File: src/rtl/multicycle_control_fsm.sv
// Main controller for the multicycle RV32I datapath.
// Decodes the instruction-register fields and runs each instruction through
// fetch, decode, execute, memory and writeback. Every cycle it drives the
// datapath mux selects, the write enables and the 2-bit ALUControl
// (00 add, 01 sub, 10 and, 11 or).
//
// Ports:
//   clk         system clock, rising edge
//   reset       synchronous, active-high reset
//   op          instruction[6:0]
//   funct3      instruction[14:12]
//   funct7b5    instruction[30]
//   Zero        ALU result == 0, combinational from the current ALU operation
//   PCWrite     PC register enable
//   AdrSrc      memory address select: 0 PC, 1 ALU result register
//   MemWrite    data memory write enable
//   IRWrite     instruction register (and OldPC) enable
//   ResultSrc   result mux: 00 ALUOut, 01 read data, 10 ALUResult
//   ALUSrcA     00 PC, 01 OldPC, 10 register A
//   ALUSrcB     00 register B, 01 ImmExt, 10 constant 4
//   ImmSrc      00 I, 01 S, 10 B, 11 J
//   ALUControl  00 add, 01 sub, 10 and, 11 or
//   RegWrite    register file write enable
//   Illegal     one-cycle pulse when an unsupported instruction is decoded
module multicycle_control_fsm (
    input  logic       clk,
    input  logic       reset,
    input  logic [6:0] op,
    input  logic [2:0] funct3,
    input  logic       funct7b5,
    input  logic       Zero,
    output logic       PCWrite,
    output logic       AdrSrc,
    output logic       MemWrite,
    output logic       IRWrite,
    output logic [1:0] ResultSrc,
    output logic [1:0] ALUSrcA,
    output logic [1:0] ALUSrcB,
    output logic [1:0] ImmSrc,
    output logic [1:0] ALUControl,
    output logic       RegWrite,
    output logic       Illegal
);

    localparam int unsigned OP_W = 7;

    localparam logic [OP_W-1:0] OP_LW  = 7'b0000011;
    localparam logic [OP_W-1:0] OP_SW  = 7'b0100011;
    localparam logic [OP_W-1:0] OP_R   = 7'b0110011;
    localparam logic [OP_W-1:0] OP_I   = 7'b0010011;
    localparam logic [OP_W-1:0] OP_BEQ = 7'b1100011;
    localparam logic [OP_W-1:0] OP_JAL = 7'b1101111;

    typedef enum logic [3:0] {
        S_FETCH    = 4'd0,
        S_DECODE   = 4'd1,
        S_MEMADR   = 4'd2,
        S_MEMREAD  = 4'd3,
        S_MEMWB    = 4'd4,
        S_MEMWRITE = 4'd5,
        S_EXECR    = 4'd6,
        S_EXECI    = 4'd7,
        S_ALUWB    = 4'd8,
        S_BEQ      = 4'd9,
        S_JAL      = 4'd10
    } state_t;

    state_t     state;
    state_t     state_next;
    logic       pc_update;
    logic       branch;
    logic [1:0] alu_op;
    logic       mem_we;
    logic       ir_we;
    logic       reg_we;
    logic       illegal_dec;
    logic       funct3_ok;

    // State register; reset always returns to Fetch
    always_ff @(posedge clk) begin
        if (reset) begin
            state <= S_FETCH;
        end else begin
            state <= state_next;
        end
    end

    // Only add/sub, and, or are implemented for R- and I-type
    assign funct3_ok = (funct3 == 3'b000) || (funct3 == 3'b110) || (funct3 == 3'b111);

    // Next-state and per-state Moore controls
    always_comb begin
        state_next  = S_FETCH;
        pc_update   = 1'b0;
        branch      = 1'b0;
        alu_op      = 2'b00;
        mem_we      = 1'b0;
        ir_we       = 1'b0;
        reg_we      = 1'b0;
        illegal_dec = 1'b0;
        AdrSrc      = 1'b0;
        ResultSrc   = 2'b00;
        ALUSrcA     = 2'b00;
        ALUSrcB     = 2'b00;

        case (state)
            S_FETCH: begin
                ir_we      = 1'b1;
                ALUSrcB    = 2'b10;
                ResultSrc  = 2'b10;
                pc_update  = 1'b1;
                state_next = S_DECODE;
            end
            S_DECODE: begin
                // Branch target precompute: OldPC + ImmExt
                ALUSrcA = 2'b01;
                ALUSrcB = 2'b01;
                if (op == OP_LW || op == OP_SW) begin
                    state_next = S_MEMADR;
                end else if (op == OP_R && funct3_ok) begin
                    state_next = S_EXECR;
                end else if (op == OP_I && funct3_ok) begin
                    state_next = S_EXECI;
                end else if (op == OP_BEQ && funct3 == 3'b000) begin
                    state_next = S_BEQ;
                end else if (op == OP_JAL) begin
                    state_next = S_JAL;
                end else begin
                    illegal_dec = 1'b1;
                    state_next  = S_FETCH;
                end
            end
            S_MEMADR: begin
                ALUSrcA    = 2'b10;
                ALUSrcB    = 2'b01;
                state_next = (op == OP_SW) ? S_MEMWRITE : S_MEMREAD;
            end
            S_MEMREAD: begin
                AdrSrc     = 1'b1;
                state_next = S_MEMWB;
            end
            S_MEMWB: begin
                ResultSrc  = 2'b01;
                reg_we     = 1'b1;
                state_next = S_FETCH;
            end
            S_MEMWRITE: begin
                AdrSrc     = 1'b1;
                mem_we     = 1'b1;
                state_next = S_FETCH;
            end
            S_EXECR: begin
                ALUSrcA    = 2'b10;
                alu_op     = 2'b10;
                state_next = S_ALUWB;
            end
            S_EXECI: begin
                ALUSrcA    = 2'b10;
                ALUSrcB    = 2'b01;
                alu_op     = 2'b10;
                state_next = S_ALUWB;
            end
            S_ALUWB: begin
                reg_we     = 1'b1;
                state_next = S_FETCH;
            end
            S_BEQ: begin
                ALUSrcA    = 2'b10;
                alu_op     = 2'b01;
                branch     = 1'b1;
                state_next = S_FETCH;
            end
            S_JAL: begin
                // ALU computes OldPC + 4 for the link register
                ALUSrcA    = 2'b01;
                ALUSrcB    = 2'b10;
                pc_update  = 1'b1;
                state_next = S_ALUWB;
            end
            default: begin
                state_next = S_FETCH;
            end
        endcase
    end

    // ALU decode from the current state's ALUOp and the funct fields
    always_comb begin
        ALUControl = 2'b00;
        case (alu_op)
            2'b01: ALUControl = 2'b01;
            2'b10: begin
                case (funct3)
                    // Subtract only for R-type; addi ignores funct7b5
                    3'b000:  ALUControl = (op[5] & funct7b5) ? 2'b01 : 2'b00;
                    3'b111:  ALUControl = 2'b10;
                    3'b110:  ALUControl = 2'b11;
                    default: ALUControl = 2'b00;
                endcase
            end
            default: ALUControl = 2'b00;
        endcase
    end

    // Immediate format depends only on the opcode
    always_comb begin
        ImmSrc = 2'b00;
        case (op)
            OP_SW:   ImmSrc = 2'b01;
            OP_BEQ:  ImmSrc = 2'b10;
            OP_JAL:  ImmSrc = 2'b11;
            default: ImmSrc = 2'b00;
        endcase
    end

    // Write enables are suppressed during reset so an aborted instruction
    // leaves no partial update behind
    always_comb begin
        PCWrite  = ~reset & (pc_update | (branch & Zero));
        IRWrite  = ~reset & ir_we;
        MemWrite = ~reset & mem_we;
        RegWrite = ~reset & reg_we;
        Illegal  = ~reset & illegal_dec;
    end

endmodule

File: config.mk
export PLATFORM = sky130hd
export DESIGN_NAME = multicycle_control_fsm
export DESIGN_NICKNAME = d
export VERILOG_FILES = /design/src/rtl/multicycle_control_fsm.sv
export SDC_FILE = /design/constraint.sdc
export NUM_CORES = 1
export LEC_CHECK = 0
export CORE_MARGIN = 2
export CORE_UTILIZATION = 37
export CTS_CLUSTER_DIAMETER = 50
export CTS_CLUSTER_SIZE = 30
export DETAILED_ROUTE_END_ITERATION = 10
export PLACE_DENSITY_LB_ADDON = 0.2
export REMOVE_ABC_BUFFERS = 1
export SLEW_MARGIN = 20
export SYNTH_ARGS = -nofsm -noshare
export SYNTH_HDL_FRONTEND = slang
export SYNTH_SLANG_ARGS = --single-unit
export TNS_END_PERCENT = 30
File: constraint.sdc
create_clock -name clk -period 1.8 [get_ports clk]
set_input_delay 0.36 -clock clk [delete_from_list [all_inputs] [get_ports clk]]
set_output_delay 0.36 -clock clk [all_outputs]
set_load 0.005 [all_outputs]
==> run summary, run 1 <==
RUN STATUS
------------------------------------------------------------------------------
Status .......................................................... stopped before the end
Last stage reached ..............................................      5_1_grt
Stop Error ...................................................... [ERROR DPL-0038] Utilization greater than 100%, impossible to legalize

PLACE
------------------------------------------------------------------------------
Number of buffers inserted by port buffering ....................           29
Number of placed instances, taps included .......................          150
Cell area after placement ....................................... 0.001049 mm2
DPL Wire Length .................................................      1623 um
RD Place Congestion .............................................       0.8144

SYNTH
------------------------------------------------------------------------------
Yosys top cell by area ..........................................      dfxtp_1
Commonest register cell after synthesis .........................      dfxtp_1
Number of different library cells in the post-synthesis netlist .           33
Sequential cell area fraction in the yosys report ...............       14.65%
FFs w/ async S/R, synth .........................................           0%
Synthesized area ................................................    546.8 um2
Warnings, synthesis .............................................            0
Most used standard cell by instance count after synthesis .......      nand2_1
Average cell area after synthesis ...............................    6.750 um2
Number of synthesized flops with an enable pin ..................            0
Top cells by area, synth ........................................ dfxtp_1, nand2_1, nor3_1, nor2_1, a21oi_1
Cell count after synthesis ......................................           81
Most used standard cells in the synthesized netlist ............. nand2_1, nor2_1, nor3_1
Top-area cell type share of the netlist area ....................       14.65%
Flip-flop and latch count after synthesis .......................            4

FLOORPLANNING
------------------------------------------------------------------------------
Height of the die ...............................................     42.44 um
Number of top-level design ports ................................           30
Starting density of the core ....................................       40.99%
Std cell rows ...................................................           13
Die width .......................................................     42.44 um

CLOCK TREE
------------------------------------------------------------------------------
Num CTS Buffers .................................................            3
Max H-tree Level ................................................            1
Hold Buf Count CTS ..............................................            0
Number of clock sinks seen by CTS ...............................            4
Number of buffers between clock root and the deepest sink .......            2
Root cell of the clock tree .....................................     clkbuf_4

TIMING
------------------------------------------------------------------------------
Worst EP kind ................................................... primary output
Post-GRT worst EP ............................................... ALUControl[0]

GRT
------------------------------------------------------------------------------
Pin count of the biggest net entering global routing ............           13

kinds of logic after synthesis:
logic type	Yosys count	synth area share [%]
flops	4	14.65
simple gates	47	47.83
fa+ha+maj	2	4.576
buf+inv	8	7.321
compound gates	17	20.82
xor+xnor	3	4.806
stage by stage:
stage | worst slack [ns] | TNS [ns] | hold slack [ns]
CTS | -0.1626 | -0.5639 | 0.5702
floorplan | 0.08290 | 0 | 0.4474
detailed placement | -0.5825 | -4.521 | 0.6723
global placement | -0.5272 | -3.753 | 0.6888
repair_timing:
action | in CTS
buffers inserted | 14
setup endpoints to repair | 16
resized for setup | 75
pin swaps | 11
==> run 2: changes to the inputs <==
- CORE_AREA: default -> 2 2 63 65
- CORE_MARGIN: 2 -> default
- CORE_UTILIZATION: 37 -> default
- CTS_CLUSTER_DIAMETER: 50 -> default
- CTS_CLUSTER_SIZE: 30 -> default
- DIE_AREA: default -> 0 0 65 67
- PLACE_DENSITY_LB_ADDON: 0.2 -> 0.15
==> run 2 against run 1 <==
The flow now finishes, with violations (negative setup slack); synthesized cell count unchanged; synthesized area unchanged.
==> run summary, run 2 <==
RUN STATUS
----------------------------------------------------------------------------------
Status .............................................................. complete, but fails checks
Violations in the final reports ..................................... negative setup slack

PLACE
----------------------------------------------------------------------------------
Number of buffers inserted by port buffering ........................           29
RD Place Congestion .................................................       0.7135
DPL Wire Length .....................................................      1620 um
Pre-CTS setup slack .................................................   -0.6593 ns

TIMING
----------------------------------------------------------------------------------
Final clock period utilization by the worst path ....................       104.1%
Unrepaired setup endpoints after global routing .....................          yes
Setup violators final ...............................................            4
Highest clock frequency the design can meet .........................   0.5339 GHz
Max Slew Vio Count ..................................................            0
Setup TNS ...........................................................   -0.1676 ns
Relative slew slack .................................................       79.05%
Largest clock skew in the final design ..............................  0.001761 ns
Final hold viol count ...............................................            0
Final worst setup slack .............................................  -0.07313 ns
Min cycle time layout ...............................................     1.873 ns
Pin slew with the least headroom to its limit .......................    0.3119 ns

LAYOUT
----------------------------------------------------------------------------------
Flip-flop count of the largest register, all copies and words added .            4
Largest registers ranked by flip-flop count .........................    state (4)
Final net count .....................................................          169
Share of cells above drive strength 1 ...............................       55.63%
Diode count .........................................................            0
Register with the most flip-flops ...................................        state
Area growth syn-to-layout ...........................................       143.0%
Most common library cell in the layout ignoring fill and taps .......        buf_4
Most frequent cells in the layout ................................... buf_4, dlygate4sd2_1, nand2_1, buf_2

DETAILED ROUTING
----------------------------------------------------------------------------------
DRC violation total after the first TritonRoute iteration ...........           25
Vias ................................................................          845
Drt via density .....................................................        4.246
Router iterations before antenna repair .............................            4
Wire length after detailed routing ..................................      2264 um
Remaining antenna violation count ...................................            0
Post-route DRC violation count ......................................            0
Routed len/inst .....................................................     11.38 um

FLOORPLANNING
----------------------------------------------------------------------------------
Number of top-level design ports ....................................           30
Starting density of the core ........................................       15.16%
Height of the die ...................................................        67 um
Std cell rows .......................................................           22
Overall die area .................................................... 0.004355 mm2
Die width ...........................................................        65 um
Floorplan core area ................................................. 0.003606 mm2

SYNTH
----------------------------------------------------------------------------------
Synthesized area ....................................................    546.8 um2
Top-area cell type share of the netlist area ........................       14.65%
Average cell area after synthesis ...................................    6.750 um2
Sequential cell area fraction in the yosys report ...................       14.65%
Most used standard cells in the synthesized netlist ................. nand2_1, nor2_1, nor3_1
Flip-flop and latch count after synthesis ...........................            4
Top cells by area, synth ............................................ dfxtp_1, nand2_1, nor3_1, nor2_1, a21oi_1
Warnings, synthesis .................................................            0
Cell count after synthesis ..........................................           81
Number of different library cells in the post-synthesis netlist .....           33
FFs w/ async S/R, synth .............................................           0%
Yosys top cell by area ..............................................      dfxtp_1
Most used standard cell by instance count after synthesis ...........      nand2_1
Number of synthesized flops with an enable pin ......................            0
Commonest register cell after synthesis .............................      dfxtp_1

CRITICAL PATH
----------------------------------------------------------------------------------
Critical R2R Launch .................................................     state[2]
Largest fanout of any net on the critical path ......................            3
Setup slack of the most critical reg-to-reg path ....................      0.25 ns
Required time worst endpoint ........................................      1.44 ns
Endpoint of the most critical register-to-register path .............     state[0]
Category of the worst setup path capture point ......................  output port
Classification of the worst setup path ..............................       in2out
Crit path arrival time ..............................................      1.51 ns
Worst Reg2Reg Path Length in Cells ..................................            6
Launching element type of the critical path .........................    input pin

FLOW RUN
----------------------------------------------------------------------------------
Total of max-cap violations .........................................            0

POWER AND IR DROP
----------------------------------------------------------------------------------
Worst ir drop on vdd ................................................   0.09329 mV
Combinational share of power ........................................        36.8%
Design internal power ...............................................  0.0003264 W
Net switching power figure ..........................................  0.0001162 W
Leakage component of the power ......................................    0.6147 nW
Switching fraction of total power ...................................       26.26%
Share of total power in sequential cells ............................        20.9%
Power Dens Cells .................................................... 333.1 mW/mm2
Portion of total power attributed to the clock network ..............        42.2%

HOLD PATH
----------------------------------------------------------------------------------
Class of the worst hold path ........................................       in2reg
Depth of the worst hold-timing path .................................            3
Hold path endpoint ..................................................     state[0]
Min-delay src .......................................................        op[5]

CLOCK TREE
----------------------------------------------------------------------------------
Hold Buf Count CTS ..................................................            0
Number of clock sinks seen by CTS ...................................            4
Num CTS Buffers .....................................................            3
Number of buffers between clock root and the deepest sink ...........            2
Clock slew seen by the registers of the worst setup and hold paths ..      0.03 ns
Clock latency at the later pin of the worst-skew pair ...............      0.22 ns
Root cell of the clock tree .........................................     clkbuf_8
TritonCTS clock tree ................................................        built
Max H-tree Level ....................................................            1

GRT
----------------------------------------------------------------------------------
Pin count of the biggest net entering global routing ................           13
Global-route wire length before repair ..............................      3643 um
Initial antenna violation count .....................................            0
Remaining Overflow, GRT .............................................            0
Via count of the first global-routing pass ..........................          862
All-layer global routing usage ......................................       10.49%

run 2: cell counts after synthesis:
Identical to the previous run, type by type.
run 2: timing repair:
item                       4_1_cts  5_1_grt
buffers inserted                11        5
setup endpoints to repair       16       10
pin swaps                        8       10
gates resized for setup         63       31
run 2: power by group through the flow:
| stage | registers, W | logic [W] | clock network, W |
|---|---|---|---|
| CTS | 0.0000941 | 0.000154 | 0.000195 |
| detailed placement | 0.0000935 | 0.000144 | 0 |
| global placement | 0.0000935 | 0.000145 | 0 |
| global route | 0.0000929 | 0.000179 | 0.000205 |
| floorplan | 0.0000973 | 0.0000400 | 0 |
| finish | 0.0000926 | 0.000163 | 0.000187 |
run 2: final cells by class:
| cell class | count | area [um2] |
|---|---|---|
| tap | 48 | 60.06 |
| sequential | 4 | 87.58 |
| timing repair buffer | 71 | 568.0 |
| inverter | 4 | 15.01 |
| clock buffer | 3 | 41.29 |
| multi-input combinational | 69 | 556.8 |
| fill | 410 | 2277 |
run 2: cells by family (layout without fill, tap and decap cells):
| kind of cell | Yosys count | after routing | synth area share [%] |
|---|---|---|---|
| AO/OA/AOI/OAI | 17 | 17 | 20.82 |
| XOR/XNOR | 3 | 3 | 4.806 |
| adder cells (fa/ha/maj) | 2 | 2 | 4.576 |
| buffers and inverters | 8 | 78 | 7.321 |
| flip-flops | 4 | 4 | 14.65 |
| AND/OR/NAND/NOR | 47 | 47 | 47.83 |
run 2: stage by stage:
step | hold slack, ns | utilization [%] | power, W | cells | cell area [um2]
2_1_floorplan | 0.4474 | - | 0.0001373 | 77 | 521.8
3_3_place_gp | 0.6472 | 30.01 | 0.0002380 | 182 | 1082
3_5_place_dp | 0.6547 | 30.01 | 0.0002378 | 182 | 1082
4_1_cts | 0.5800 | 35.01 | 0.0004424 | 196 | 1262
5_1_grt | 0.5985 | 36.85 | 0.0004767 | 199 | 1329
6_report | 0.5814 | 36.85 | 0.0004426 | 199 | 1329
run 2: how the worst max path moves through the flow:
stage / from / end / depth (start not counted)
after floorplan: state[0] / ALUControl[1] / 5
after global placement: funct3[1] / Illegal / 6
after detailed placement: funct3[1] / Illegal / 6
after CTS: op[0] / Illegal / 6
after global routing: state[3] / Illegal / 5
final: op[4] / Illegal / 7
run 2: per-layer routing:
metal	wire (um)	vias up	track usage, %
li1	-	434	-
met5	0	-	0
met3	104	0	1.858
met4	0	0	3.989
met2	1174	25	18.69
met1	985	386	12.45
run 2: critical path, cell delays in order:
cell	delay, ns
dlygate4sd2_1	0.27
nor2b_4	0.13
nand4_1	0.15
buf_4	0.18
nor2_2	0.11
nor3b_2	0.06
dlygate4sd2_1	0.26
Note: power is estimated with default switching activity, not from simulation.
